**config.mk**
```make
export PLATFORM = sky130hd
export DESIGN_NAME = screen_fill_arbiter
export DESIGN_NICKNAME = d
export VERILOG_FILES = /design/src/rtl/screen_fill_arbiter.sv
export SDC_FILE = /design/constraint.sdc
export NUM_CORES = 1
export LEC_CHECK = 0
export ABC_CLOCK_PERIOD_IN_PS = 3500
export CORE_ASPECT_RATIO = 1.4
export CORE_UTILIZATION = 40
export DETAILED_ROUTE_END_ITERATION = 8
export PLACE_DENSITY_LB_ADDON = 0.05
export SLEW_MARGIN = 20
export SYNTH_ARGS = -nofsm -noshare
export SYNTH_HDL_FRONTEND = slang
export SYNTH_SLANG_ARGS = --single-unit
```
**constraint.sdc**
```tcl
create_clock -name clk -period 3.5 [get_ports clk]
set_input_delay 1.05 -clock clk [delete_from_list [all_inputs] [get_ports clk]]
set_output_delay 1.05 -clock clk [all_outputs]
set_load 0.005 [all_outputs]
```
**src/rtl/screen_fill_arbiter.sv**
```systemverilog
// Shares the screen VRAM port between the CPU and a block-fill engine.
// The CPU has priority, the fill uses idle cycles, and an optional forced steal stops the CPU starving the fill.
module screen_fill_arbiter #(
   parameter int ADDR_W       = 13,
   parameter int DATA_W       = 16,
   parameter int STARVE_LIMIT = 0
) (
   input  logic              clk,
   input  logic              reset,
   input  logic              cpu_sel,
   input  logic              cpu_load,
   input  logic [ADDR_W-1:0] cpu_address,
   input  logic [DATA_W-1:0] cpu_in,
   output logic              cpu_stall,
   input  logic              fill_start,
   input  logic              fill_abort,
   input  logic [ADDR_W-1:0] fill_base,
   input  logic [ADDR_W:0]   fill_count,
   input  logic [DATA_W-1:0] fill_value,
   output logic              busy,
   output logic              done,
   output logic              scr_load,
   output logic [ADDR_W-1:0] scr_address,
   output logic [DATA_W-1:0] scr_in
);

   localparam int CNT_W    = ADDR_W + 1;
   localparam int STARVE_W = (STARVE_LIMIT > 0) ? $clog2(STARVE_LIMIT + 1) : 1;
   localparam bit STEAL_EN = (STARVE_LIMIT > 0);
   localparam logic [CNT_W-1:0]    MAX_COUNT  = {1'b1, {ADDR_W{1'b0}}};
   localparam logic [STARVE_W-1:0] STARVE_MAX = STARVE_W'(STARVE_LIMIT);

   typedef enum logic [1:0] {
      S_IDLE,
      S_FILL,
      S_DONE
   } state_e;

   state_e              state_q, state_d;
   logic [ADDR_W-1:0]   ptr_q, ptr_d;
   logic [CNT_W-1:0]    remaining_q, remaining_d;
   logic [DATA_W-1:0]   value_q, value_d;
   logic [STARVE_W-1:0] starve_q, starve_d;

   logic                fill_grant;
   logic                steal;
   logic [CNT_W-1:0]    count_clamped;

   assign count_clamped = (fill_count > MAX_COUNT) ? MAX_COUNT : fill_count;
   assign steal         = STEAL_EN && (starve_q == STARVE_MAX);

   always_ff @(posedge clk or posedge reset) begin
      // NOTE: state registers use non-blocking assignments so every flop samples pre-edge values.
      if (reset) begin
         state_q     <= S_IDLE;
         ptr_q       <= '0;
         remaining_q <= '0;
         value_q     <= '0;
         starve_q    <= '0;
      end else begin
         state_q     <= state_d;
         ptr_q       <= ptr_d;
         remaining_q <= remaining_d;
         value_q     <= value_d;
         starve_q    <= starve_d;
      end
   end

   always_comb begin
      // NOTE: every signal written here gets a default first, so no path can infer a latch.
      state_d     = state_q;
      ptr_d       = ptr_q;
      remaining_d = remaining_q;
      value_d     = value_q;
      starve_d    = starve_q;
      fill_grant  = 1'b0;
      cpu_stall   = 1'b0;
      case (state_q)
         S_IDLE: begin
            starve_d = '0;
            if (fill_start && !fill_abort) begin
               ptr_d       = fill_base;
               value_d     = fill_value;
               remaining_d = count_clamped;
               state_d     = (count_clamped == '0) ? S_DONE : S_FILL;
            end
         end
         S_FILL: begin
            // Abort outranks both a normal grant and a forced steal.
            if (fill_abort) begin
               state_d  = S_IDLE;
               starve_d = '0;
            end else if (!cpu_sel || steal) begin
               fill_grant  = 1'b1;
               cpu_stall   = cpu_sel;
               ptr_d       = ptr_q + ADDR_W'(1);
               remaining_d = remaining_q - CNT_W'(1);
               starve_d    = '0;
               if (remaining_q == CNT_W'(1)) begin
                  state_d = S_DONE;
               end
            end else if (STEAL_EN) begin
               starve_d = starve_q + STARVE_W'(1);
            end
         end
         S_DONE: state_d = S_IDLE;
         default: state_d = S_IDLE;
      endcase
   end

   // Zero-latency mux keeps CPU reads through the screen same-cycle.
   assign scr_load    = fill_grant ? 1'b1    : (cpu_load & cpu_sel);
   assign scr_address = fill_grant ? ptr_q   : cpu_address;
   assign scr_in      = fill_grant ? value_q : cpu_in;

   assign busy = (state_q == S_FILL);
   assign done = (state_q == S_DONE);

endmodule

```
# Word level (Yosys, flattened, before mapping)
# Index checks and enable logic that the tools add are counted.
totals:
  register_bits: 45
  inputBits: 78
classes:
  n_addsub: 2
  magnitude_cmp: 1
  n_eq_ne: 8
  muxes: 21
  n_bitwise: 1
  reduce_logical: 8
ops:
  columns: ["cell", "n"]
  rows:
  - ["$mux W14", 4]
  - ["$mux W13", 4]
  - ["$pmux W14 S2", 1]
  - ["$pmux W13 S2", 1]
  - ["$mux W16", 1]
  - ["$eq A14 B1 Y1 const B", 1]
  - ["$gt A14 B14 Y1 const B", 1]
  - ["$logic_not A14 Y1", 1]
  - ["$sub A14 B1 Y14 const B", 1]
  - ["$add A13 B1 Y13 const B", 1]
  - ["$mux W2", 5]
  - ["$ne A2 B2 Y1 const B", 3]
  - ["$mux W1", 4]
  - ["$pmux W2 S2", 1]
  - ["$reduce_and A4 Y1", 1]
  - ["$ne A3 B2 Y1 const B", 1]
  - ["$ne A3 B3 Y1 const B", 1]
  - ["$reduce_and A3 Y1", 1]
  - ["$eq A2 B1 Y1 const B", 1]
  - ["$eq A2 B2 Y1 const B", 1]
  - ["$logic_not A2 Y1", 1]
  - ["$reduce_and A2 Y1", 1]
  - ["$reduce_bool A2 Y1", 1]
  - ["$and A1 B1 Y1", 1]
  - ["other kinds (2)", 2]

# Depth between registers and ports, before layout
# Gate-level depths: netlist (run 1).
depth:
  ltp_word: 6
  ltp_mapped: 7
  ltp_nobuf: 6

# Worst setup path after synthesis (run 1)
# No wires, ideal clock.
synth_path:
  path_kind: "input-to-output"
  from: "input port fill_abort"
  to: "output port scr_address[10]"
  t_arrival_ns: 2.142
  t_required_ns: 2.450
  setup_slack_ns: 0.308
  path_stages: 5
  n_path_buf: 3
  cell_sequence: "clkbuf_2 > nor4b_2 > buf_4 > buf_6 > mux2_2"
synth_between:
  elab_chain_cells: 3
synth_lines:
  columns: ["item", "line", "text"]
  rows:
  - ["from (decl)", "16", "input logic fill_abort,"]
  - ["$mux W1", "90", "if (fill_abort) begin"]
  - ["$mux W1", "78", "case (state_q)"]
  - ["$mux W13", "113", "assign scr_address = fill_grant ? ptr_q : cpu_address;"]
  - ["to (decl)", "23", "output logic [ADDR_W-1:0] scr_address,"]
# Every way passes these cells.

# Final worst setup path (run 1)
layout_path:
  from: "input port fill_abort"
  to: "output port scr_in[7]"
layout_between:
  elab_chain_cells: 3
layout_lines:
  columns: ["item", "line", "text"]
  rows:
  - ["$mux W1", "90", null]
  - ["$mux W1", "78", null]
  - ["$mux W16", "114", "assign scr_in = fill_grant ? value_q : cpu_in;"]
  - ["to (decl)", "24", "output logic [DATA_W-1:0] scr_in"]
# Every way passes these cells.

==> metrics, run 1 <==
Fmax 293.9 MHz; initial antenna violation count 0; DRT iter0 DRCs 154; critical path peak fanout 5; die area 7808 um2; Main synth FF type dfrtp_1; Register Area 1126 um2; RSZ-0062 raised after global routing false; Area Growth Syn to Fin 43.05%; Core Box Area approximately 7100 um2; register area share after synthesis between 30% and 40%; Tmin final 3.402 ns; number of buffers and inverters on the critical path 4; antenna cells 0; chip height between 100 and 150 um; synth top area cells dfrtp_1 (38%), mux2_2 (17%), buf_6 (3.8%); CTS tree yes; Top Layer Used met4; maximum VDD drop around 0.19 mV; outcome finished, final reports clean; final wirelength 8190 um; footprint of the multi-input gates 1682 um2; GPL Wtd Cong between 0.8 and 0.9; DRC 0; Fin Clk Skew 0.003752 ns; setup TNS 0 ns; Clk pwr share 17.9%; layout cells sized above 1 24.63%; post-synth top area share 37.77%; vias in the first global route 2766; ANT nets after route 0; Net count, final 490; largest stage delay on the critical path 0.31 ns; syn avg cell area between 10 and 15 um2; Hold Vio Cnt, Final 0; Net Sw Frac 35.71%; power per cell area 425.0 nW/um2; CP startpoint kind input pin; Total Routing Usage GR 21.87%; cts hold-fix bufs 0; Pint 1.165 mW; first-pass GRT wire length 13230 um; Final Cycle Share 97.20%; Slew HR 48.75%; Ys Warns 0; register bit total from synthesis 45; # fillers between 600 and 700; Max-Cap Viols 0; pre-CTS setup slack -0.4732 ns; P_sw 0.6474 mW; io pins 111; wire length on met3 424 um; total power draw roughly 1.8 mW; sequential power share about 46%; Post-Syn Area 2982 um2; Synth Instances between 200 and 300; Hold Worst Slack 0.5107 ns; Routed WL per cell 16.22 um; worst skew pair latency 0.30 ns; clk sinks 45; die width 74.97 um; cts bufs inserted 5; wire length on met1 3314 um; met2 WL 4354 um; Initial Utilization between 40% and 50%; syn nets between 300 and 400; Final HPWL DP ~5800 um; root buffer cell clkbuf_8; Pleak 1.722 nW; Setup Crit Path Kind in -> out; GR Overflow Total 0; CP Capture Type output port; Tightest Pin Transition 0.7688 ns; Max Slew Vio Count 0; clock tree buffer depth 2; combinational power share 35.7%; worst path arrival time 2.35 ns; Vias/cell about 5.4; cell taking the most area after synthesis dfrtp_1; H-tree Lvls 2; Critical Path Slowest Stage Cell mux2_2; crit-path leading delay family buffers and inverters; largest net degree at the start of global routing 46; First-pass DRT Iterations 4; Hold Path Class reg -> reg; clock slew at reported path FFs 0.08 ns; post-synthesis cell type count 58; Port-buffer cells 109; Vias 2744; EDFF count, synth 0; Post-synth ARST share between 90% and 100%; fin worst setup slack 0.09802 ns; endpoints failing setup 0; CP required roughly 2.5 ns; Row Count 36; cells along the critical path buf_2 > nor4b_4 > buf_4 > clkbuf_16 > mux2_2 > dlygate4sd2_1
-- synth_stat cells, types with 2 or more instances --
master / count
buf_6: 10
and3_1: 2
nor3_1: 5
o31ai_1: 2
a21oi_1: 18
a31oi_1: 4
o21ai_0: 12
nand2_1: 18
nand2b_1: 2
nand3_1: 11
ha_1: 3
o2bb2ai_1: 4
a2bb2oi_1: 4
and4_1: 4
a32oi_1: 2
a22oi_1: 3
o211ai_1: 2
nand2b_4: 2
o22ai_1: 4
o311ai_0: 3
and2_1: 2
inv_1: 7
a21o_1: 4
mux2_2: 46
dfrtp_1: 45
buf_2: 2
buf_4: 3
nor2_1: 17
nor4_1: 7
mux2i_1: 2
nand4_1: 6
a221o_1: 3
nor3b_1: 2
o21ai_1: 5
-- registers in the layout (all words and copies together) (netlist names) --
| signal | flops |
|---|---|
| state_q | 2 |
| remaining_q | 14 |
| ptr_q | 13 |
| value_q | 16 |
-- path summary, 6_finish.rpt --
path / start / end / slack, ns / cells past startpoint
max in group asynchronous: reset / remaining_q[1]$_DFFE_PP0P_ / 1.90 / 3
worst max register to register: remaining_q[0]$_DFFE_PP0P_ / remaining_q[12]$_DFFE_PP0P_ / 1.58 / 6
min in group asynchronous: reset / value_q[0]$_DFFE_PP0P_ / 1.21 / 3
worst min-delay path: value_q[13]$_DFFE_PP0P_ / value_q[13]$_DFFE_PP0P_ / 0.51 / 1
worst max-delay path: fill_abort / scr_in[7] / 0.1 / 6
worst min register to register: value_q[13]$_DFFE_PP0P_ / value_q[13]$_DFFE_PP0P_ / 0.51 / 1
-- metal layers --
layer / track usage [%] / vias to the layer above
met5: 0 / -
met4: 5.256 / 0
met3: 3.779 / 9
met2: 39.58 / 89
met1: 25.85 / 1321
li1: - / 1325
-- power groups by stage --
stage,clock (mW),sequential [mW],combinational [mW]
2_1_floorplan,0,0.796,0.442
3_3_place_gp,0,0.845,0.643
5_1_grt,0.358,0.867,0.717
3_5_place_dp,0,0.848,0.656
6_report,0.325,0.841,0.647
4_1_cts,0.339,0.839,0.651
-- cells in the final DEF, fill, tap and decap left out, types with 3 or more instances in the layout --
master	n
clkdlybuf4s15_1	9
o311ai_0	3
inv_1	6
mux2_2	44
a22oi_1	3
nor3_1	5
clkdlybuf4s50_1	78
clkbuf_1	3
clkbuf_8	5
nor2_1	17
nand3_1	11
o21ai_1	5
a2bb2oi_1	4
and4_1	4
nand4_1	6
o2bb2ai_1	4
ha_1	3
a31oi_1	4
nand2_1	18
a221o_1	3
a21oi_1	18
buf_6	6
nor4_1	7
o21ai_0	12
buf_4	14
buf_2	7
dlygate4sd2_1	6
dfrtp_1	45
clkbuf_2	7
o22ai_1	4
a21o_1	4
-- cell type report --
class | count | share of cell area, %
multi-input combinational | 219 | 39.42
timing repair buffer | 130 | 28.75
sequential | 45 | 26.40
tap | 95 | 2.787
clock buffer | 8 | 1.877
inverter | 8 | 0.7627
-- per-stage QoR --
| stage | area, um2 | instances | utilization, % |
|---|---|---|---|
| after floorplan | 2982 | 290 | - |
| after global placement | 4130 | 486 | 58.40 |
| after detailed placement | 4130 | 486 | 58.40 |
| after CTS | 4282 | 505 | 60.54 |
| after global routing | 4265 | 505 | 60.31 |
| final | 4265 | 505 | 60.31 |
-- kinds of logic (layout without fill, tap and decap cells) --
group / count (synthesis) / in the layout / synth area share, %
compound gates: 80 / 80 / 18.84
mux: 48 / 48 / 18.04
flops: 45 / 45 / 37.77
simple gates: 87 / 87 / 17.58
fa+ha+maj: 3 / 3 / 1.259
buf+inv: 26 / 146 / 6.378
other cells: 1 / 1 / 0.1258
-- timing repair --
| item | CTS | global route |
|---|---|---|
| setup buffers | 9 | 1 |
| gates resized for setup | 66 | 26 |
| endpoints found under the setup margin | 30 | 30 |
| pin swaps | 1 | 1 |
| gates cloned | 2 | 0 |
| endpoints found under the hold margin | 0 | 0 |
(Power assumes the default switching activity.)
==> inputs of run 2 (changes only) <==
Settings changed: DONT_BUFFER_PORTS from default to 1, SLEW_MARGIN 20 to default.
==> metrics, run 2 (synthesis gave the netlist of run 1 again) <==
P_sw 0.6521 mW (+0.73%); R2R Setup Slk 1.51 ns (-0.07 ns); worst path arrival time 1.99 ns (-0.36 ns); combinational power share 29.4% (-6.3 points); critical path peak fanout 37 (+32); GR Overflow Total 0 (unchanged); root buffer cell clkbuf_8; top flop regs value_q x16, remaining_q x14, ptr_q x13; Final Cycle Share 86.93% (-10 points); Tightest Pin Transition 1.016 ns (+0.2472 ns); Net Sw Frac 38.22% (+2.5 points); Routed WL per cell 19.62 um (+21%); layout cells sized above 1 24.73% (+0.10 points); worst r2r src remaining_q[0]$_DFFE_PP0P_; Clk pwr share 21.4% (+3.5 points); CP Capture Type output port; Setup Crit Path Kind in -> out; pre-CTS setup slack 0.4493 ns (+0.9225 ns); CP startpoint kind input pin; maximum VDD drop 0.2503 mV (+31%); Final HPWL DP 5099 um (-12%); Layout Cells excl Fill 378 (-25%); Vias/cell 6.085 (+12%); worst reg2reg path endpoint remaining_q[12]$_DFFE_PP0P_; power per cell area 553.2 nW/um2 (+30%); Vias 2300 (-16%); clk sinks 45 (unchanged); Pint 1.054 mW (-9.5%); initial antenna violation count 0 (unchanged); fin worst setup slack 0.4576 ns (+0.3596 ns); Max-Cap Viols 0 (unchanged); # resized after CTS 0 (-100%); die area 7808 um2 (unchanged); Total Routing Usage GR 19.78% (-2.1 points); largest net degree at the start of global routing 46 (unchanged); worst skew pair latency 0.31 ns (about the same); io pins 111 (unchanged); Tmin final 3.042 ns (-0.3596 ns); Hold Path Class reg -> reg; Port-buffer cells 0 (-100%); cts bufs inserted 5 (unchanged); CP required 2.45 ns (about the same); Slew HR 32.27% (-16 points); Setup crit end scr_address[12]; Row Count 36 (unchanged); sequential power share 49.3% (+2.9 points); Core Box Area 7072 um2 (unchanged); first-pass GRT wire length 11670 um (-12%); antenna cells 0 (unchanged); die width 74.97 um (unchanged); Net count, final 363 (-26%); H-tree Lvls 2 (unchanged); most frequent cells in the layout mux2_2 (46), dfrtp_1 (45), a21oi_1 (18), nand2_1 (18), nor2_1 (17); most common cell after layout, fill and taps aside mux2_2; clock slew at reported path FFs 0.10 ns (+0.02 ns); max FFs per register 16 (unchanged); setup TNS 0 ns (unchanged); register bank with the most flops value_q; ANT nets after route 0 (unchanged); total power draw 1.706 mW (-5.9%); Fin Clk Skew 0.009130 ns (+0.005378 ns); Area Growth Syn to Fin 3.441%; Pleak 1.177 nW (-32%); GPL Wtd Cong 0.7274 (-13%); cts hold-fix bufs 0 (unchanged); final wirelength 7416 um (-9.5%); placed inst area 2987 um2 (-28%); Reg2Reg Depth 6 (unchanged); Initial Utilization 42.16% (unchanged); First-pass DRT Iterations 4 (unchanged); start point of the critical path fill_abort; chip height 104.2 um (unchanged); DRT iter0 DRCs 155 (+0.65%); DRC 0 (unchanged); buffers inserted by post-CTS timing repair 0 (-9); Hold Vio Cnt, Final 0 (unchanged); outcome finished, final reports clean; final instance area 3084 um2 (-28%); vias in the first global route 2263 (-18%); Cells after DPL 370 (-24%); clock tree buffer depth 2 (unchanged); Max Slew Vio Count 0 (unchanged); Fmax 328.7 MHz (+12%); endpoints failing setup 0 (unchanged); RSZ-0062 raised after global routing false; CTS tree yes
[run 2: power by group through the flow]
stage / Sequential (mW) / Combinational (mW) / Clock (mW)
finish: 0.840 / 0.501 / 0.365
CTS: 0.840 / 0.507 / 0.380
detailed placement: 0.848 / 0.506 / 0
global route: 0.866 / 0.565 / 0.403
global placement: 0.848 / 0.495 / 0
floorplan: 0.796 / 0.442 / 0
[run 2: metrics by stage]
step	util, %	hold slack, ns
floorplan	-	0.4749
global placement	42.23	0.4849
detailed placement	42.23	0.4908
CTS	43.61	0.5179
global route	43.61	0.5287
finish	43.61	0.5144
[run 2: worst min-delay path by stage]
stage / endpoint / slack, ns / cells after the start / from
2_1_floorplan: value_q[0]$_DFFE_PP0P_ / 0.47 / 1 / value_q[0]$_DFFE_PP0P_
3_3_place_gp: value_q[13]$_DFFE_PP0P_ / 0.48 / 1 / value_q[13]$_DFFE_PP0P_
5_1_grt: value_q[13]$_DFFE_PP0P_ / 0.53 / 1 / value_q[13]$_DFFE_PP0P_
3_5_place_dp: value_q[15]$_DFFE_PP0P_ / 0.49 / 1 / value_q[15]$_DFFE_PP0P_
6_report: value_q[12]$_DFFE_PP0P_ / 0.51 / 1 / value_q[12]$_DFFE_PP0P_
4_1_cts: value_q[5]$_DFFE_PP0P_ / 0.52 / 1 / value_q[5]$_DFFE_PP0P_
[run 2: worst max-delay path: stages]
cell and delay (ns):
nor4b_4 0.29, buf_12 0.26, mux2_2 0.37
[run 2: per-layer routing]
layer	track usage, %	up-vias	part of all wire, %
met3	5.426	6	7.1
met2	34.17	87	53
met4	5.391	0	0.93
met5	0	-	0
li1	-	1076	-
met1	23.33	1131	39
[run 2: layout make-up]
cell class / count / area [um2]
repair buffers: 3 / 35.03
clock inverters: 3 / 28.78
multi-input cells: 219 / 1674
inverters: 8 / 32.53
well taps: 95 / 118.9
flip-flops and latches: 45 / 1126
clock buffers: 5 / 68.82
fillers: 714 / 3988
